File: config.mk
export PLATFORM = sky130hd
export DESIGN_NAME = instruction_fetch_unit_flat
export DESIGN_NICKNAME = d
export VERILOG_FILES = /design/src/rtl/instruction_fetch_unit_if.sv /design/src/rtl/instruction_fetch_unit.sv /design/src/flat_wrapper.sv
export SDC_FILE = /design/constraint.sdc
export NUM_CORES = 1
export LEC_CHECK = 0
export CAP_MARGIN = 10
export CORE_MARGIN = 4
export CORE_UTILIZATION = 25
export CTS_CLUSTER_SIZE = 10
export DETAILED_ROUTE_END_ITERATION = 16
export PLACE_DENSITY = 0.66
export SETUP_SLACK_MARGIN = 0.4
export SYNTH_ARGS = -nofsm -noshare
export SYNTH_HDL_FRONTEND = slang
export SYNTH_SLANG_ARGS = --single-unit
File: constraint.sdc
create_clock -name clk -period 1.7 [get_ports clk]
set_input_delay 0.51 -clock clk [delete_from_list [all_inputs] [get_ports clk]]
set_output_delay 0.51 -clock clk [all_outputs]
set_load 0.1 [all_outputs]
File: src/rtl/instruction_fetch_unit_if.sv
// Fetch-side bus bundle: instruction memory read port, redirect input,
// valid/ready instruction output toward decode, and the misalign flag.
//   master : instruction_fetch_unit (drives address, instruction stage, fault)
//   slave  : memory/decode/branch environment
interface instruction_fetch_unit_if #(
  parameter int unsigned DATA_WIDTH = 32,
  parameter int unsigned ADDR_WIDTH = 4
);
  logic [ADDR_WIDTH-1:0] imem_address;
  logic [DATA_WIDTH-1:0] imem_instruction;
  logic                  redirect_valid;
  logic [ADDR_WIDTH-1:0] redirect_pc;
  logic                  inst_valid;
  logic                  inst_ready;
  logic [DATA_WIDTH-1:0] inst;
  logic [ADDR_WIDTH-1:0] inst_pc;
  logic                  misalign_fault;

  modport master (
    output imem_address, inst_valid, inst, inst_pc, misalign_fault,
    input  imem_instruction, redirect_valid, redirect_pc, inst_ready
  );

  modport slave (
    input  imem_address, inst_valid, inst, inst_pc, misalign_fault,
    output imem_instruction, redirect_valid, redirect_pc, inst_ready
  );
endinterface

File: src/rtl/instruction_fetch_unit.sv
// Instruction fetch unit: holds the pc, reads a combinational instruction
// memory, and registers each word into a valid/ready stage feeding decode.
// Redirects flush the stage; a misaligned target parks the unit in FAULT.
// Ports:
//   clk   - rising-edge clock
//   rst_n - asynchronous active-low reset
//   bus   - instruction_fetch_unit_if.master (memory, redirect, decode, fault)
module instruction_fetch_unit #(
  parameter int unsigned DATA_WIDTH = 32,
  parameter int unsigned ADDR_WIDTH = 4,
  parameter int unsigned RESET_PC   = 0
) (
  input  logic                    clk,
  input  logic                    rst_n,
  instruction_fetch_unit_if.master bus
);

  localparam int unsigned PC_STEP = 4;

  typedef enum logic [0:0] {
    FETCH = 1'b0,
    FAULT = 1'b1
  } state_t;

  state_t                state_q, state_d;
  logic [ADDR_WIDTH-1:0] pc_q, pc_d;
  logic                  valid_q, valid_d;
  logic [DATA_WIDTH-1:0] inst_q, inst_d;
  logic [ADDR_WIDTH-1:0] inst_pc_q, inst_pc_d;
  logic                  fault_q, fault_d;
  logic                  load_c;
  logic                  target_misaligned_c;

  assign target_misaligned_c = (bus.redirect_pc[1:0] != 2'b00);

  // State register
  always_ff @(posedge clk or negedge rst_n) begin
    if (!rst_n) begin
      state_q <= FETCH;
    end else begin
      state_q <= state_d;
    end
  end

  // Next state: only a redirect moves between FETCH and FAULT
  always_comb begin
    state_d = state_q;
    if (bus.redirect_valid) begin
      state_d = target_misaligned_c ? FAULT : FETCH;
    end
  end

  // Next values of pc and output stage; redirect outranks a load
  always_comb begin
    load_c    = 1'b0;
    pc_d      = pc_q;
    valid_d   = valid_q;
    inst_d    = inst_q;
    inst_pc_d = inst_pc_q;
    fault_d   = fault_q;
    if (bus.redirect_valid) begin
      valid_d = 1'b0;
      pc_d    = bus.redirect_pc;
      fault_d = target_misaligned_c;
    end else if ((state_q == FETCH) && (!valid_q || bus.inst_ready)) begin
      load_c    = 1'b1;
      inst_d    = bus.imem_instruction;
      inst_pc_d = pc_q;
      valid_d   = 1'b1;
      pc_d      = pc_q + ADDR_WIDTH'(PC_STEP);
    end
  end

  // Datapath registers
  always_ff @(posedge clk or negedge rst_n) begin
    if (!rst_n) begin
      pc_q      <= ADDR_WIDTH'(RESET_PC);
      valid_q   <= 1'b0;
      inst_q    <= '0;
      inst_pc_q <= '0;
      fault_q   <= 1'b0;
    end else begin
      pc_q      <= pc_d;
      valid_q   <= valid_d;
      inst_q    <= inst_d;
      inst_pc_q <= inst_pc_d;
      fault_q   <= fault_d;
    end
  end

  assign bus.imem_address   = pc_q;
  assign bus.inst_valid     = valid_q;
  assign bus.inst           = inst_q;
  assign bus.inst_pc        = inst_pc_q;
  assign bus.misalign_fault = fault_q;

endmodule

File: src/flat_wrapper.sv
// flat-port wrapper written by rule: the top's interface ports become plain ports
module instruction_fetch_unit_flat 
#(
  parameter int unsigned DATA_WIDTH = 32,
  parameter int unsigned ADDR_WIDTH = 4,
  parameter int unsigned RESET_PC   = 0
)
  (clk, rst_n, bus_imem_address, bus_inst_valid, bus_inst, bus_inst_pc, bus_misalign_fault, bus_imem_instruction, bus_redirect_valid, bus_redirect_pc, bus_inst_ready);
  instruction_fetch_unit_if #(.DATA_WIDTH(DATA_WIDTH), .ADDR_WIDTH(ADDR_WIDTH)) bus_i ();
  input  logic clk;
  input  logic rst_n;
  output wire logic [$bits(bus_i.imem_address)-1:0] bus_imem_address;
  output wire logic [$bits(bus_i.inst_valid)-1:0] bus_inst_valid;
  output wire logic [$bits(bus_i.inst)-1:0] bus_inst;
  output wire logic [$bits(bus_i.inst_pc)-1:0] bus_inst_pc;
  output wire logic [$bits(bus_i.misalign_fault)-1:0] bus_misalign_fault;
  input wire logic [$bits(bus_i.imem_instruction)-1:0] bus_imem_instruction;
  input wire logic [$bits(bus_i.redirect_valid)-1:0] bus_redirect_valid;
  input wire logic [$bits(bus_i.redirect_pc)-1:0] bus_redirect_pc;
  input wire logic [$bits(bus_i.inst_ready)-1:0] bus_inst_ready;
  assign bus_imem_address = bus_i.imem_address;
  assign bus_inst_valid = bus_i.inst_valid;
  assign bus_inst = bus_i.inst;
  assign bus_inst_pc = bus_i.inst_pc;
  assign bus_misalign_fault = bus_i.misalign_fault;
  assign bus_i.imem_instruction = bus_imem_instruction;
  assign bus_i.redirect_valid = bus_redirect_valid;
  assign bus_i.redirect_pc = bus_redirect_pc;
  assign bus_i.inst_ready = bus_inst_ready;
  instruction_fetch_unit #(.DATA_WIDTH(DATA_WIDTH), .ADDR_WIDTH(ADDR_WIDTH), .RESET_PC(RESET_PC)) u_core (.clk(clk), .rst_n(rst_n), .bus(bus_i));
endmodule
Yosys cells after proc, flatten, opt, wreduce, memory -nomap -nowiden. Index checks and enable logic that the tools add are counted.

Add/sub/neg operators: 1. Multiplexer cells: 5. Bitwise logic cells: 2. Reduce and logical (&&, ||, !) cells: 6.

Operator list (count): $mux W4 (2); $add A4 B3 Y4 const B (1); $reduce_bool A2 Y1 (2); $mux W1 (3); $not A1 Y1 (2); $reduce_and A2 Y1 (1); $logic_and A1 B1 Y1 (1); $logic_not A1 Y1 (1); $logic_or A1 B1 Y1 (1).

Register bits after elaboration: 43. Bits of input ports: 40. Output and inout port bits: 42. Word-level logic and storage cells: 20.

Logic depth before layout (Yosys ltp).
Depth in word-level cells: 5. Gate-level depth with buffers: 4. Mapped depth without buffers: 3.

Worst setup path after synthesis. No wires, ideal clock.

Path type: register -> register. Start: register u_core.valid_q, in the netlist u_core.bus.inst_valid. End: register u_core.inst_q[21], in the netlist u_core.bus.inst[21]. Setup time: 125 ps. Arrival: 1850 ps. Data required time: 1575 ps. Slack: -275 ps. Cell stages (with the launch flop): 5. Path buffers: 1. Period minus slack after synthesis: 1975 ps. Cell sequence: dfrtp_1 -> nor2b_4 -> nor3_4 -> buf_6 -> mux2_2.

Cells in the longest elaborated chain, start to end: 4.

RTL lines: start: declaration (line instruction_fetch_unit.sv:27) `logic valid_q, valid_d;`; start signal: assignment (line instruction_fetch_unit.sv:84) `valid_q <= valid_d;`; $logic_not A1 Y1 (line instruction_fetch_unit.sv:65) `end else if ((state_q == FETCH) && (!valid_q || bus.inst_ready)) begin`; $logic_or A1 B1 Y1 (line instruction_fetch_unit.sv:65); $logic_and A1 B1 Y1 (line instruction_fetch_unit.sv:65); $reduce_and A2 Y1 (no line); end signal: assignment (line instruction_fetch_unit.sv:85) `inst_q <= inst_d;`; end: declaration (line instruction_fetch_unit.sv:28) `logic [DATA_WIDTH-1:0] inst_q, inst_d;`.

Every way passes these cells. A chain may end at the register's enable or synchronous reset.

Worst setup path in the final report.
Start: register u_core.valid_q, in the netlist u_core.bus.inst_valid. End: register u_core.pc_q[2], in the netlist u_core.bus.imem_address[2].

Cells in the longest elaborated chain, start to end: 4.

RTL lines: $logic_not A1 Y1 (line instruction_fetch_unit.sv:65); $logic_or A1 B1 Y1 (line instruction_fetch_unit.sv:65); $logic_and A1 B1 Y1 (line instruction_fetch_unit.sv:65); $reduce_bool A2 Y1 (no line); end signal: assignment (line instruction_fetch_unit.sv:77) `pc_q <= ADDR_WIDTH'(RESET_PC);`; end signal: assignment (line instruction_fetch_unit.sv:83) `pc_q <= pc_d;`; end: declaration (line instruction_fetch_unit.sv:26) `logic [ADDR_WIDTH-1:0] pc_q, pc_d;`.

Every way passes these cells.

==> run_summary.xml <==
<?xml version="1.0" encoding="UTF-8"?>
<metrics>
  <group name="setup_path">
    <metric name="number_of_buffers_and_inverters_on_the_critical_path" unit="">3</metric>
    <metric name="arrival_time_of_the_worst_setup_path" unit="ps">1850</metric>
    <metric name="worst-r2r-cell-count" unit="">6</metric>
    <metric name="path_delay_family" unit="">simple AND/OR/NAND/NOR gates</metric>
    <metric name="critical_path_s_slowest_cell" unit="">sky130_fd_sc_hd__dfrtp_4</metric>
    <metric name="crit_fanout" unit="">4</metric>
    <metric name="timing.critical_path.slowest_cell_delay" unit="ps">500</metric>
    <metric name="ff2ff_setup_slack" unit="ps">80</metric>
    <metric name="endpoint_kind" unit="">flop</metric>
    <metric name="worstSetupPathType" unit="">reg -&gt; reg</metric>
    <metric name="path_cells" unit="">nor2b_4 &gt; buf_4 &gt; buf_6 &gt; buf_6 &gt; or4_1 &gt; nand3_1</metric>
    <metric name="cp_common_cell" unit="">sky130_fd_sc_hd__buf_6</metric>
    <metric name="worst-endpoint-required" unit="ps">1930</metric>
    <metric name="worst_r2r_startpoint" unit="">u_core.bus.inst_valid$_DFFE_PN0P_</metric>
    <metric name="critical_path.reg2reg.endpoint" unit="">u_core.bus.imem_address[2]$_DFFE_PN0P_</metric>
    <metric name="startpoint_type" unit="">flop</metric>
  </group>
  <group name="cts">
    <metric name="cts_hold_buffers" unit="">0</metric>
    <metric name="clock-sinks" unit="">42</metric>
    <metric name="clock-root-buffer" unit="">sky130_fd_sc_hd__clkbuf_8</metric>
    <metric name="worst_setup_hold_path_clk_slew" unit="ps">80</metric>
    <metric name="cts_made_buffers" unit="">5</metric>
    <metric name="clock_path_buffers" unit="">2</metric>
    <metric name="htree_num_levels" unit="">2</metric>
    <metric name="clk_latency" unit="ps">290</metric>
    <metric name="cts_tree" unit="">yes</metric>
  </group>
  <group name="logic_synthesis">
    <metric name="synth-edff-count" unit="">0</metric>
    <metric name="syn_area" unit="um^2">1630</metric>
    <metric name="synth_largest_area_cell" unit="">sky130_fd_sc_hd__dfrtp_1</metric>
    <metric name="synthesis.yosys.warnings" unit="">0</metric>
    <metric name="yosys_most_used_dff" unit="">sky130_fd_sc_hd__dfrtp_1</metric>
    <metric name="postSynth.asyncResetShare" unit="%">100</metric>
    <metric name="synthesis_stage_register_bit_count" unit="">42</metric>
    <metric name="synth_cell_type_count" unit="">16</metric>
    <metric name="synth_top_area_share" unit="%">64.5</metric>
    <metric name="synthCells" unit="">102</metric>
    <metric name="yosys-top-cells-area" unit="">sky130_fd_sc_hd__dfrtp_1 64%, sky130_fd_sc_hd__mux2_2 25%, sky130_fd_sc_hd__buf_6 2.1%</metric>
    <metric name="syn-mean-instance-area" unit="um^2">16.0</metric>
    <metric name="synth.yosys.seq_area_share" unit="%">64.5</metric>
    <metric name="synth_nets" unit="">142</metric>
  </group>
  <group name="timing">
    <metric name="finalCritPeriodShare" unit="%">95.5</metric>
    <metric name="final.setup_skew" unit="ps">6.77</metric>
    <metric name="worst_slew_pin_slew" unit="ps">229</metric>
    <metric name="grt_setup_unrepaired" unit="">yes</metric>
    <metric name="count_of_endpoints_failing_setup_in_the_final_report" unit="">0</metric>
    <metric name="max_slew_margin" unit="%">84.8</metric>
    <metric name="report.final.slew_viol_count" unit="">0</metric>
    <metric name="min_period" unit="ps">1620</metric>
    <metric name="final_hold_vio_count" unit="">0</metric>
    <metric name="max_freq" unit="MHz">616</metric>
  </group>
  <group name="floorplanning">
    <metric name="die_ar" unit="um^2">7880</metric>
    <metric name="die_width" unit="um">88.8</metric>
    <metric name="core_area" unit="um^2">6350</metric>
    <metric name="initial_core_util" unit="%">25.7</metric>
    <metric name="floorplan.die.height" unit="um">88.8</metric>
    <metric name="io_pins" unit="">82</metric>
    <metric name="placementRows" unit="">29</metric>
  </group>
  <group name="grt">
    <metric name="use_met3" unit="%">5.03</metric>
    <metric name="antenna_violations_before_repair" unit="">0</metric>
    <metric name="grt_first_pass_wirelength" unit="mm">6.70</metric>
    <metric name="globalRouteTotalUtil" unit="%">11.6</metric>
    <metric name="grt_use_met2" unit="%">18.4</metric>
    <metric name="grt_start_max_net_pins" unit="">43</metric>
    <metric name="globalRouteOverflowTotal" unit="">0</metric>
    <metric name="grt.busiest_layer" unit="">met2</metric>
    <metric name="global_route.usage.met1" unit="%">14.0</metric>
    <metric name="first_global_vias" unit="">1297</metric>
  </group>
  <group name="route">
    <metric name="route.detailed.wl_per_inst" unit="um">15.7</metric>
    <metric name="detailedRoute.firstPassIterationCount" unit="">2</metric>
    <metric name="drc" unit="">0</metric>
    <metric name="detail-route-antenna-nets" unit="">0</metric>
    <metric name="drt_iter0_drc" unit="">12</metric>
    <metric name="viasPerCell" unit="">4.39</metric>
    <metric name="drt-total-wl" unit="mm">4.58</metric>
    <metric name="detailroute.via_count" unit="">1277</metric>
  </group>
  <group name="placed_design">
    <metric name="placed_cell_area" unit="um^2">2990</metric>
    <metric name="detailedPlacementHpwl" unit="mm">2.85</metric>
    <metric name="placer_s_final_routability_congestion_estimate" unit="">0.701</metric>
    <metric name="dpl.cell_count" unit="">260</metric>
    <metric name="place.port_buffers" unit="">81</metric>
  </group>
  <group name="final_layout">
    <metric name="fin_cells" unit="">291</metric>
    <metric name="area_added_between_synthesis_and_finish" unit="%">111</metric>
    <metric name="diode_insertion_count_for_antenna_repair" unit="">0</metric>
    <metric name="final_layout_size_suffix_gt1_share" unit="%">61.7</metric>
    <metric name="nets" unit="">253</metric>
    <metric name="fin_area" unit="um^2">3440</metric>
  </group>
  <group name="run_status">
    <metric name="outcome" unit="">finished, final reports clean</metric>
  </group>
  <group name="power">
    <metric name="ir_worst_vdd" unit="V">0.00118</metric>
    <metric name="static-leakage-power" unit="nW">1.49</metric>
    <metric name="cellPowerDensity" unit="nW/um^2">1710</metric>
  </group>
  <group name="worst_hold_path">
    <metric name="hp-class" unit="">in -&gt; async</metric>
  </group>
  <group name="job">
    <metric name="timing.max_cap.violations" unit="">0</metric>
  </group>
</metrics>
==> cells in the final DEF, fill, tap and decap left out, drive strengths merged <==
cell / instances
clkdlybuf4s50: 36
nor2b: 3
dfrtp: 42
nand2: 2
nand2b: 1
a21oi: 2
nand3: 2
or4: 2
inv: 1
mux2: 38
dlygate4sd2: 2
nor3: 1
o21ai: 2
clkbuf: 9
buf: 69
nor2: 2
==> worst max path at each step <==
stage / startpoint / endpoint / slack [ps] / depth (start not counted)
after floorplan: u_core.bus.inst_valid$_DFFE_PN0P_ / u_core.bus.inst[21]$_DFFE_PN0P_ / -50 / 4
after global placement: bus_inst_ready / u_core.bus.inst[13]$_DFFE_PN0P_ / -260 / 5
after detailed placement: bus_inst_ready / u_core.bus.inst[20]$_DFFE_PN0P_ / -290 / 5
after CTS: u_core.bus.inst_valid$_DFFE_PN0P_ / u_core.bus.inst[20]$_DFFE_PN0P_ / 80 / 6
after global routing: u_core.bus.inst_valid$_DFFE_PN0P_ / u_core.bus.inst[19]$_DFFE_PN0P_ / 30 / 6
final: u_core.bus.inst_valid$_DFFE_PN0P_ / u_core.bus.imem_address[2]$_DFFE_PN0P_ / 80 / 6
==> report_power, final <==
| part | switching, W | internal, W | total, W |
|---|---|---|---|
| logic | 0.00224 | 0.00146 | 0.00370 |
| clock network | 0.000317 | 0.000292 | 0.000609 |
| registers | 0.000284 | 0.00128 | 0.00156 |
==> repair_timing <==
action                                  in CTS  in global routing
gates cloned                                 4                  1
endpoints found under the setup margin      82                 80
gates resized for setup                      8                 23
setup buffers                               13                  5
pin swaps                                    4                  3
==> sequential cells by signal (all words and copies together), names as in the netlist <==
register and flops:
u_core.bus.inst_valid 1, u_core.bus.misalign_fault 1, u_core.bus.imem_address 4, u_core.bus.inst_pc 4, u_core.bus.inst 32
==> kinds of logic after synthesis <==
family | count (synthesis) | share of synthesized area [%]
AO/OA/AOI/OAI | 4 | 1.23
buffers and inverters | 5 | 2.61
flip-flops | 42 | 64.5
AND/OR/NAND/NOR | 13 | 5.45
multiplexers | 38 | 26.2
==> cells in the mapped netlist (2+ instances only) <==
cell / number
sky130_fd_sc_hd__nand3_1: 2
sky130_fd_sc_hd__a21oi_1: 2
sky130_fd_sc_hd__nand2_1: 2
sky130_fd_sc_hd__o21ai_0: 2
sky130_fd_sc_hd__dfrtp_1: 42
sky130_fd_sc_hd__mux2_1: 2
sky130_fd_sc_hd__nor2_1: 2
sky130_fd_sc_hd__buf_6: 3
sky130_fd_sc_hd__mux2_2: 36
sky130_fd_sc_hd__nor2b_1: 2
sky130_fd_sc_hd__or4_1: 2
==> cell type report <==
| cell class | count | area, um^2 |
|---|---|---|
| Inverter | 1 | 3.75 |
| Multi-Input combinational cell | 55 | 613 |
| Timing Repair Buffer | 108 | 1570 |
| Clock buffer | 8 | 80.1 |
| Sequential cell | 42 | 1080 |
| Tap cell | 77 | 96.3 |
| Fill cell | 532 | 2910 |
==> through the flow <==
| step | worst slack (ps) | TNS, ps | hold WS (ps) | total power [W] | util (%) |
|---|---|---|---|---|---|
| after floorplan | -49.9 | -1460 | 214 | 0.00361 | - |
| after global placement | -260 | -9410 | 501 | 0.00505 | 47.2 |
| after detailed placement | -285 | -9970 | 501 | 0.00509 | 47.2 |
| after CTS | 79.8 | 0 | 178 | 0.00580 | 51.8 |
| after global routing | 31.1 | 0 | 178 | 0.00608 | 54.1 |
| final | 76.6 | 0 | 175 | 0.00587 | 54.1 |
==> per-layer routing <==
layer | wire length, um | share of wire (%)
met3 | 455 | 9.9
met1 | 1770 | 39
met5 | 0 | 0
met4 | 59 | 1.3
met2 | 2290 | 50
Power figures use the tool's default switching activity.
